===== config.mk =====
export PLATFORM = sky130hd
export DESIGN_NAME = ctrl_pipe
export DESIGN_NICKNAME = d
export VERILOG_FILES = /design/src/rtl/ctrl_pipe.sv
export SDC_FILE = /design/constraint.sdc
export NUM_CORES = 1
export LEC_CHECK = 0
export CAP_MARGIN = 20
export CORE_MARGIN = 8
export CORE_UTILIZATION = 44
export CTS_CLUSTER_DIAMETER = 40
export DETAILED_ROUTE_END_ITERATION = 8
export PLACE_DENSITY_LB_ADDON = 0.25
export SYNTH_ARGS = -nofsm -noshare
export SYNTH_HDL_FRONTEND = slang
export SYNTH_SLANG_ARGS = --single-unit

===== constraint.sdc =====
create_clock -name clk -period 2.6 [get_ports clk]
set_input_delay 0.39 -clock clk [delete_from_list [all_inputs] [get_ports clk]]
set_output_delay 0.39 -clock clk [all_outputs]
set_load 0.1 [all_outputs]

===== src/rtl/ctrl_pipe.sv =====
`default_nettype none
// ============================================================================
//  Module      : ctrl_pipe
//  Description : Pipeline control carrier for the 5-stage MIPS core. Carries
//                the decoder control word through ID/EX, EX/MEM and MEM/WB,
//                and resolves load-use stall, branch/jump flush and EX-stage
//                operand forwarding selects.
//  Options     : CTRL_PIPE_FWD_EN - when defined, EX operands are forwarded
//                from MEM/WB and only load-use hazards stall. When undefined,
//                fwd_a/fwd_b are tied to 00 and any RAW hazard against a
//                producer in EX or MEM stalls until it reaches WB.
//  Revision    : 1.0 - initial release
// ============================================================================
module ctrl_pipe #(
    parameter int SIG_W = 12,
    parameter int REG_W = 5
) (
    input  logic             clk,
    input  logic             rst_n,
    input  logic             id_valid,
    input  logic [SIG_W-1:0] id_sig,
    input  logic [REG_W-1:0] id_rs,
    input  logic [REG_W-1:0] id_rt,
    input  logic [REG_W-1:0] id_rd,
    input  logic             ex_zero,
    output logic [SIG_W-1:0] ex_sig,
    output logic [SIG_W-1:0] mem_sig,
    output logic [SIG_W-1:0] wb_sig,
    output logic [REG_W-1:0] ex_rs,
    output logic [REG_W-1:0] ex_rt,
    output logic [REG_W-1:0] mem_dst,
    output logic [REG_W-1:0] wb_dst,
    output logic             stall,
    output logic             flush,
    output logic [1:0]       fwd_a,
    output logic [1:0]       fwd_b
);

    // Control word bit positions (fixed by the decoder).
    localparam int C_BIT_INVBRANCH = 10;
    localparam int C_BIT_REGDST    = 8;
    localparam int C_BIT_MEMTOREG  = 6;
    localparam int C_BIT_WRITEREG  = 5;
    localparam int C_BIT_MEMWRITE  = 4;
    localparam int C_BIT_BRANCH    = 3;
    localparam int C_BIT_JUMP      = 0;

    // Operand select encodings.
    localparam logic [1:0] C_FWD_RF  = 2'b00;
    localparam logic [1:0] C_FWD_MEM = 2'b10;
    localparam logic [1:0] C_FWD_WB  = 2'b01;

    // ------------------------------------------------------------------
    // Stage registers
    // ------------------------------------------------------------------
    logic             r_ex_valid;
    logic [SIG_W-1:0] r_ex_sig;
    logic [REG_W-1:0] r_ex_rs;
    logic [REG_W-1:0] r_ex_rt;
    logic [REG_W-1:0] r_ex_dst;

    logic             r_mem_valid;
    logic [SIG_W-1:0] r_mem_sig;
    logic [REG_W-1:0] r_mem_dst;

    logic             r_wb_valid;
    logic [SIG_W-1:0] r_wb_sig;
    logic [REG_W-1:0] r_wb_dst;

    // ------------------------------------------------------------------
    // ID-side decode
    // ------------------------------------------------------------------
    // The ID word is only meaningful when valid and not being reset; this
    // keeps stall/flush at 0 while reset is asserted.
    logic             w_id_live;
    logic             w_id_uses_rt;
    logic [REG_W-1:0] w_id_dst;

    assign w_id_live    = rst_n & id_valid;
    assign w_id_uses_rt = id_sig[C_BIT_REGDST] | id_sig[C_BIT_BRANCH] | id_sig[C_BIT_MEMWRITE];
    assign w_id_dst     = id_sig[C_BIT_REGDST] ? id_rd : id_rt;

    // ------------------------------------------------------------------
    // Producer qualification: a stage writes a real register ($0 excluded)
    // ------------------------------------------------------------------
    logic w_ex_writes;
    logic w_mem_writes;
    logic w_ex_hits_id;

    assign w_ex_writes  = r_ex_valid  & r_ex_sig[C_BIT_WRITEREG]  & (r_ex_dst  != '0);
    assign w_mem_writes = r_mem_valid & r_mem_sig[C_BIT_WRITEREG] & (r_mem_dst != '0);

    // EX producer's destination is read by the ID instruction.
    assign w_ex_hits_id = w_ex_writes &
                          ((r_ex_dst == id_rs) | (w_id_uses_rt & (r_ex_dst == id_rt)));

    // ------------------------------------------------------------------
    // Branch resolution and jump
    // ------------------------------------------------------------------
    logic w_br_taken;
    logic w_jump;

    // BEQ takes on zero, BNE (InvBranch) takes on non-zero.
    assign w_br_taken = r_ex_valid & r_ex_sig[C_BIT_BRANCH] &
                        (ex_zero ^ r_ex_sig[C_BIT_INVBRANCH]);
    assign w_jump     = w_id_live & id_sig[C_BIT_JUMP];

    // ------------------------------------------------------------------
    // Hazard detection and forwarding
    // ------------------------------------------------------------------
    logic w_hazard;

`ifdef CTRL_PIPE_FWD_EN
    logic w_wb_writes;

    assign w_wb_writes = r_wb_valid & r_wb_sig[C_BIT_WRITEREG] & (r_wb_dst != '0);

    // Only a load in EX cannot be forwarded in time: its data exists after MEM.
    assign w_hazard = w_id_live & w_ex_hits_id & r_ex_sig[C_BIT_MEMTOREG];

    // Pick the youngest producer of src; MEM beats WB.
    function automatic logic [1:0] f_fwd_sel(
        input logic [REG_W-1:0] src,
        input logic             mem_w,
        input logic [REG_W-1:0] mem_d,
        input logic             wb_w,
        input logic [REG_W-1:0] wb_d
    );
        logic [1:0] sel;
        sel = C_FWD_RF;
        if (mem_w && (mem_d == src)) begin
            sel = C_FWD_MEM;
        end else if (wb_w && (wb_d == src)) begin
            sel = C_FWD_WB;
        end
        return sel;
    endfunction

    // Operand selects for the EX sources.
    always_comb begin
        fwd_a = f_fwd_sel(r_ex_rs, w_mem_writes, r_mem_dst, w_wb_writes, r_wb_dst);
        fwd_b = f_fwd_sel(r_ex_rt, w_mem_writes, r_mem_dst, w_wb_writes, r_wb_dst);
    end
`else
    logic w_mem_hits_id;
    logic w_unused_wb;

    // Regfile is write-before-read, so a producer in WB no longer blocks ID.
    assign w_mem_hits_id = w_mem_writes &
                           ((r_mem_dst == id_rs) | (w_id_uses_rt & (r_mem_dst == id_rt)));
    assign w_hazard      = w_id_live & (w_ex_hits_id | w_mem_hits_id);
    assign w_unused_wb   = r_wb_valid;

    // No forwarding path: operands always come from the regfile.
    always_comb begin
        fwd_a = C_FWD_RF;
        fwd_b = C_FWD_RF;
    end
`endif

    // A taken branch kills the ID instruction, so a stall for it is moot.
    assign stall = w_hazard & ~w_br_taken;
    assign flush = w_br_taken | w_jump;

    // ID advances into EX only when it is real, not held, and not squashed.
    logic w_ex_load;
    assign w_ex_load = w_id_live & ~stall & ~w_br_taken;

    // ------------------------------------------------------------------
    // ID/EX register: capture the ID word or insert a bubble
    // ------------------------------------------------------------------
    always_ff @(posedge clk) begin
        if (!rst_n) begin
            r_ex_valid <= 1'b0;
            r_ex_sig   <= '0;
            r_ex_rs    <= '0;
            r_ex_rt    <= '0;
            r_ex_dst   <= '0;
        end else if (w_ex_load) begin
            r_ex_valid <= 1'b1;
            r_ex_sig   <= id_sig;
            r_ex_rs    <= id_rs;
            r_ex_rt    <= id_rt;
            r_ex_dst   <= w_id_dst;
        end else begin
            r_ex_valid <= 1'b0;
            r_ex_sig   <= '0;
            r_ex_rs    <= '0;
            r_ex_rt    <= '0;
            r_ex_dst   <= '0;
        end
    end

    // EX/MEM register: unconditional advance from EX
    always_ff @(posedge clk) begin
        if (!rst_n) begin
            r_mem_valid <= 1'b0;
            r_mem_sig   <= '0;
            r_mem_dst   <= '0;
        end else begin
            r_mem_valid <= r_ex_valid;
            r_mem_sig   <= r_ex_sig;
            r_mem_dst   <= r_ex_dst;
        end
    end

    // MEM/WB register: unconditional advance from MEM
    always_ff @(posedge clk) begin
        if (!rst_n) begin
            r_wb_valid <= 1'b0;
            r_wb_sig   <= '0;
            r_wb_dst   <= '0;
        end else begin
            r_wb_valid <= r_mem_valid;
            r_wb_sig   <= r_mem_sig;
            r_wb_dst   <= r_mem_dst;
        end
    end

    // ------------------------------------------------------------------
    // Per-stage control outputs (bubbles already carry all-zero fields)
    // ------------------------------------------------------------------
    assign ex_sig  = r_ex_sig;
    assign mem_sig = r_mem_sig;
    assign wb_sig  = r_wb_sig;
    assign ex_rs   = r_ex_rs;
    assign ex_rt   = r_ex_rt;
    assign mem_dst = r_mem_dst;
    assign wb_dst  = r_wb_dst;

endmodule
`default_nettype wire

==> results of run 1 <==
-- synthesized netlist by cell type --
cell,n
dfxtp_1,63
buf_4,4
conb_1,1
buf_2,1
nand3_1,2
xnor2_1,20
nor3_1,5
and3_1,1
xor2_1,1
a31o_2,1
o22ai_1,2
and2_1,36
a22o_1,1
mux2i_1,5
nor2_1,24
buf_6,2
or3_1,3
clkbuf_1,7
nand2_1,27
o311a_1,2
inv_1,1
nand4_1,2
-- through the flow --
stage | util, % | worst slack, ns | power (mW)
6_report | 66.3 | 0.199 | 2.24
5_1_grt | 66.3 | 0.129 | 2.33
4_1_cts | 66.3 | 0.183 | 2.27
3_5_place_dp | 62.3 | 0.252 | 1.44
3_3_place_gp | 62.3 | 0.275 | 1.44
2_1_floorplan | - | 0.161 | 1.33
-- power breakdown --
part	leakage, nW	switching (mW)	total [mW]	internal (mW)
sequential	0.516	0.0188	1.02	0.997
combinational	0.822	0.289	0.405	0.117
clock	0.0936	0.347	0.816	0.468
-- layout by cell type (no fill, tap or decap), drive strengths merged --
cell type,n
nand4,2
conb,4
bufinv,1
xor2,1
inv,1
buf,62
nand2,27
clkdlybuf4s50,30
or3,3
clkbuf,13
clkinv,1
o311a,2
nor3,5
and2,36
o22ai,2
xnor2,20
nor2,24
mux2i,5
a22o,1
dfxtp,63
clkinvlp,1
nand3,2
and3,1
a31o,1
-- critical path: cells and delay by family, from the launching register on --
family | cells | cell delay, ns
compound gates | 2 | 0.56
buf+inv | 1 | 0.17
flops | 1 | 0.36
simple gates | 2 | 0.60
-- layer usage --
metal	wire (µm)	GRT usage, %	part of all wire [%]	up-vias
li1	-	-	-	840
met1	2310	17.1	43	731
met2	2440	24.4	46	61
met3	448	7.45	8.4	13
met4	125	8.28	2.3	0
met5	0	0	0	-
-- state kept, by name (all words and copies together) (netlist names) --
name,cells
wb_dst,5
mem_sig,12
r_ex_dst,5
ex_rt,5
wb_sig,12
r_ex_valid,1
mem_dst,5
ex_sig,12
r_mem_valid,1
ex_rs,5
-- final cells by class --
type / instances / area [µm²] / area share (%)
clock buffers: 13 / 149 / 4.78
clock inverters: 3 / 42.5 / 1.37
inverters: 1 / 3.75 / 0.121
multi-input cells: 136 / 792 / 25.4
flip-flops and latches: 63 / 1270 / 40.7
well taps: 54 / 67.6 / 2.17
repair buffers: 92 / 791 / 25.4
-- worst min path at each step --
stage                           from          end  slack [ns]  cells past startpoint
after floorplan           r_ex_valid  r_mem_valid        0.45                      1
after global placement    mem_sig[6]    wb_sig[6]        0.44                      1
after detailed placement   ex_sig[9]   mem_sig[9]        0.45                      1
after CTS                 ex_sig[11]  mem_sig[11]        0.46                      1
after global routing      ex_sig[11]  mem_sig[11]        0.47                      1
final                     ex_sig[11]  mem_sig[11]        0.46                      1
-- kinds of logic after synthesis --
family / Yosys count / share of synthesized area (%)
AOI/OAI and AO/OA: 6 / 2.35
xor gates and xnor gates: 21 / 8.65
buffers and inverters: 15 / 4.12
DFF: 63 / 59.3
muxes: 5 / 2.35
other: 1 / 0.176
and+or+nand+nor: 100 / 23.0
==> flow_summary.ini, run 1 <==
[finish]
fin_cells = 362
nets = 334
drive_above_1_share_pct = 26.9
nFillCells = 389
antenna_cells = 0
area_delta_synth_final_pct = 46.4
fin_area_um2 = 3110

[grt]
grt_max_degree = 29
grt_pass1_wl_mm = 8.63
antenna_found_initial = 0
grt_remaining_overflow = 0
grt_pass1_vias = 1770
grt_usage_pct = 15.6

[synth]
synth_top_area_share_pct = 59.3
ys_seq_area_share_pct = 59.3
synth_cells = 211
syn_avg_cell_area_um2 = 10.1
synth_area_leader_cell = dfxtp_1
synth_area_um2 = 2130
synth_top_cells_by_area = dfxtp_1 59%, and2_1 11%, xnor2_1 8.2%
synth-seq-cells = 63
synth.distinct_cells = 22
yosysWarnings = 0

[worst_setup_path]
max_stage_delay_ns = 0.39
crit_type = register to output pin
end_kind = output pin
endpoint = stall
reg2reg_from = r_ex_dst[0]
ff2ff_path_depth = 5
r2r_slack_ns = 0.74
rr_endpoint = r_ex_dst[0]
startpoint_type = register
cp_slowest_cell = or3_1
worst_ep_required_time_ns = 2.21
cp_max_fo = 4
cp_cell_sequence = or3_1 -> o311a_1 -> a22o_1 -> and2_2 -> buf_12
startpoint = r_ex_dst[0]
arrival_ns = 2.01

[clocking]
post_cts_buffers = 0
numCtsBuffers = 9
clk_pin_slew_ns = 0.07
hold_buffers = 0
root_buffer = clkbuf_8
clk_latency_ns = 0.33
cts.sinks = 63
htreeDepth = 3
cts_tree = yes
cts_resized = 0
clock_path_buffers = 2

[timing]
min_period_over_period_pct = 92.3
clock-skew-final_ns = 0.00415
rsz0062_at_grt = false
setup-violations-final = 0
whs_ns = 0.459
drv_slew = 0
fmax_mhz = 417
tns_ns = 0
finalHoldViolations = 0
fin_crit_ns = 2.40

[die]
dieArea_um2 = 7310
row_count = 25
core_area_um2 = 4690
io_pins = 93
start_util_pct = 45.3
die_x_um = 85.5
fp.dieH_um = 85.5

[placement]
io_buffers = 88
dp_cells = 346
placed_area_um2 = 2920
routabilityCongestion = 0.776
dp_hpwl_mm = 4.04

[run]
cap_violations = 0

[worst_hold_path]
hold_class = register to register

[route]
routed_wl_mm = 5.33
dr.pass1.iters = 4
avgRoutedWirePerCell_um = 14.7
drc = 0
antenna_left = 0
drt_first_iter_violations = 58
via_per_inst = 4.54
vias = 1645

[power]
vdd_drop_max_uv = 436
p_per_area_nw_per_um2 = 718
p_leak_nw = 1.43

[outcome]
status = completed
(Power assumes the default switching activity.)
==> run 2: changes to the inputs <==
--- a/config.mk
+++ b/config.mk
@@ -10,6 +10,7 @@
 export CORE_UTILIZATION = 44
 export CTS_CLUSTER_DIAMETER = 40
 export DETAILED_ROUTE_END_ITERATION = 8
+export HOLD_SLACK_MARGIN = 0.12
 export PLACE_DENSITY_LB_ADDON = 0.25
 export SYNTH_ARGS = -nofsm -noshare
 export SYNTH_HDL_FRONTEND = slang
==> results of run 2 <==
Final layout, timing and power as in run 1 (identical DEF).
==> run 3: changes to the inputs <==
--- a/config.mk
+++ b/config.mk
@@ -5,13 +5,13 @@
 export SDC_FILE = /design/constraint.sdc
 export NUM_CORES = 1
 export LEC_CHECK = 0
-export CAP_MARGIN = 20
+export CAP_MARGIN = 5
 export CORE_MARGIN = 8
 export CORE_UTILIZATION = 44
 export CTS_CLUSTER_DIAMETER = 40
 export DETAILED_ROUTE_END_ITERATION = 8
 export HOLD_SLACK_MARGIN = 0.12
-export PLACE_DENSITY_LB_ADDON = 0.25
+export PLACE_DENSITY_LB_ADDON = 0.2
 export SYNTH_ARGS = -nofsm -noshare
 export SYNTH_HDL_FRONTEND = slang
 export SYNTH_SLANG_ARGS = --single-unit
==> run 3 against run 2 <==
- sequential power is essentially flat
- cell area fell by 1.1%
- die area stayed put
- clock power shrank 15%
- sequential share of layout area increased by 0.45 points
- register-to-register slack better by 0.07 ns
- routed wire length fell by 2.8%
- clock-buffer cell count increased by 1
- clock skew is essentially flat
- maximum frequency up 1.4%
- worst setup slack improved by 0.033 ns
- worst hold slack hardly changed
- critical endpoint unchanged
- largest cell class unchanged
- highest routed layer unchanged
==> flow_summary.ini, run 3 (synthesis gave the netlist of run 1 again) <==
[placement]
dp_cells = 346
routabilityCongestion = 0.797
io_buffers = 88
dp_hpwl_mm = 3.91

[die]
dieArea_um2 = 7310
die_x_um = 85.5
io_pins = 93
fp.dieH_um = 85.5
core_area_um2 = 4690
row_count = 25
start_util_pct = 45.3

[worst_setup_path]
cp_max_fo = 4
end_kind = output pin
ff2ff_path_depth = 5
max_stage_delay_ns = 0.39
crit_type = register to output pin
arrival_ns = 1.98
cp_cell_sequence = or3_1 -> o311a_1 -> a22o_1 -> and2_2 -> buf_12
cp.depth = 5
crit_family = simple AND/OR/NAND/NOR gates
cp_slowest_cell = or3_1
worst-path-buf-inv = 1
worst_ep_required_time_ns = 2.21
startpoint_type = register

[power]
p_per_area_nw_per_um2 = 687
p_leak_nw = 1.42
combPwrFrac_pct = 19.1
seqPwrFrac_pct = 48.1
pwr-share-clk_pct = 32.8
p_total_mw = 2.12
p_switching_mw = 0.634
sw_frac_of_total_pct = 30.0
vdd_drop_max_uv = 351
cellInternalPower_mw = 1.48

[finish]
drive_above_1_share_pct = 26.4
antenna_cells = 0
nets = 334
fin_cells = 361
layout_common_cells = 60 x buf_4, 58 x dfxtp_1, 35 x and2_1
utilization_pct = 65.6
nFillCells = 394
layout_commonest_cell = buf_4
area_delta_synth_final_pct = 44.8

[outcome]
status = completed

[grt]
grt_pass1_wl_mm = 8.57
antenna_found_initial = 0
grt_pass1_vias = 1736
grt_remaining_overflow = 0
grt_usage_pct = 14.9
grt_max_degree = 36

[worst_hold_path]
min_delay_path_depth = 1
hold_class = register to register

[timing]
setup-violations-final = 0
rsz0062_at_grt = false
clock-skew-final_ns = 0.00399
drv_slew = 0
tns_ns = 0
fmax_mhz = 422
finalHoldViolations = 0
min_period_over_period_pct = 91.1
fin_crit_ns = 2.37

[clocking]
cts_resized = 0
clk_latency_ns = 0.32
cts_tree = yes
root_buffer = clkbuf_8
post_cts_buffers = 0
cts.sinks = 63
clock_path_buffers = 2
numCtsBuffers = 9
hold_buffers = 0
clk_pin_slew_ns = 0.06
htreeDepth = 3

[route]
vias = 1646
drt_first_iter_violations = 47
drc = 0
antenna_left = 0
routed_wl_mm = 5.18
via_per_inst = 4.56
avgRoutedWirePerCell_um = 14.4
dr.pass1.iters = 4

[run]
cap_violations = 0
## run 3: stage by stage
step	hold WS [ns]	setup slack (ns)	instance area, µm²
final	0.459	0.232	3080
after detailed placement	0.447	0.257	2920
after CTS	0.461	0.221	3080
after global routing	0.474	0.159	3080
after floorplan	0.449	0.161	2140
after global placement	0.441	0.280	2920
## run 3: metal layers
layer	routed length, µm	GRT usage (%)
met1	2340	17.4
met2	2430	23.6
met3	344	5.44
met4	65	7.17
met5	0	0
## run 3: power by group through the flow
stage	Clock [mW]	Combinational [mW]	Sequential, mW
floorplan	0	0.106	1.22
global placement	0	0.405	1.04
detailed placement	0	0.406	1.04
CTS	0.711	0.407	1.02
global route	0.752	0.423	1.02
finish	0.695	0.404	1.02
## run 3: final cells by class
| class | instances | area, µm² | area share [%] |
|---|---|---|---|
| clock buffers | 14 | 153 | 4.96 |
| repair buffers | 92 | 791 | 25.7 |
| well taps | 54 | 67.6 | 2.19 |
| multi-input cells | 136 | 792 | 25.7 |
| inverters | 1 | 3.75 | 0.122 |
| flip-flops and latches | 63 | 1270 | 41.2 |
| clock inverters | 1 | 5.00 | 0.163 |
## run 3: path summary, 6_finish.rpt
kind | slack [ns] | start | to
setup reg to reg | 0.81 | r_ex_dst[0] | r_ex_dst[1]
setup / recovery | 0.23 | r_ex_dst[0] | stall
hold / removal | 0.46 | ex_sig[4] | mem_sig[4]
hold reg to reg | 0.46 | ex_sig[4] | mem_sig[4]
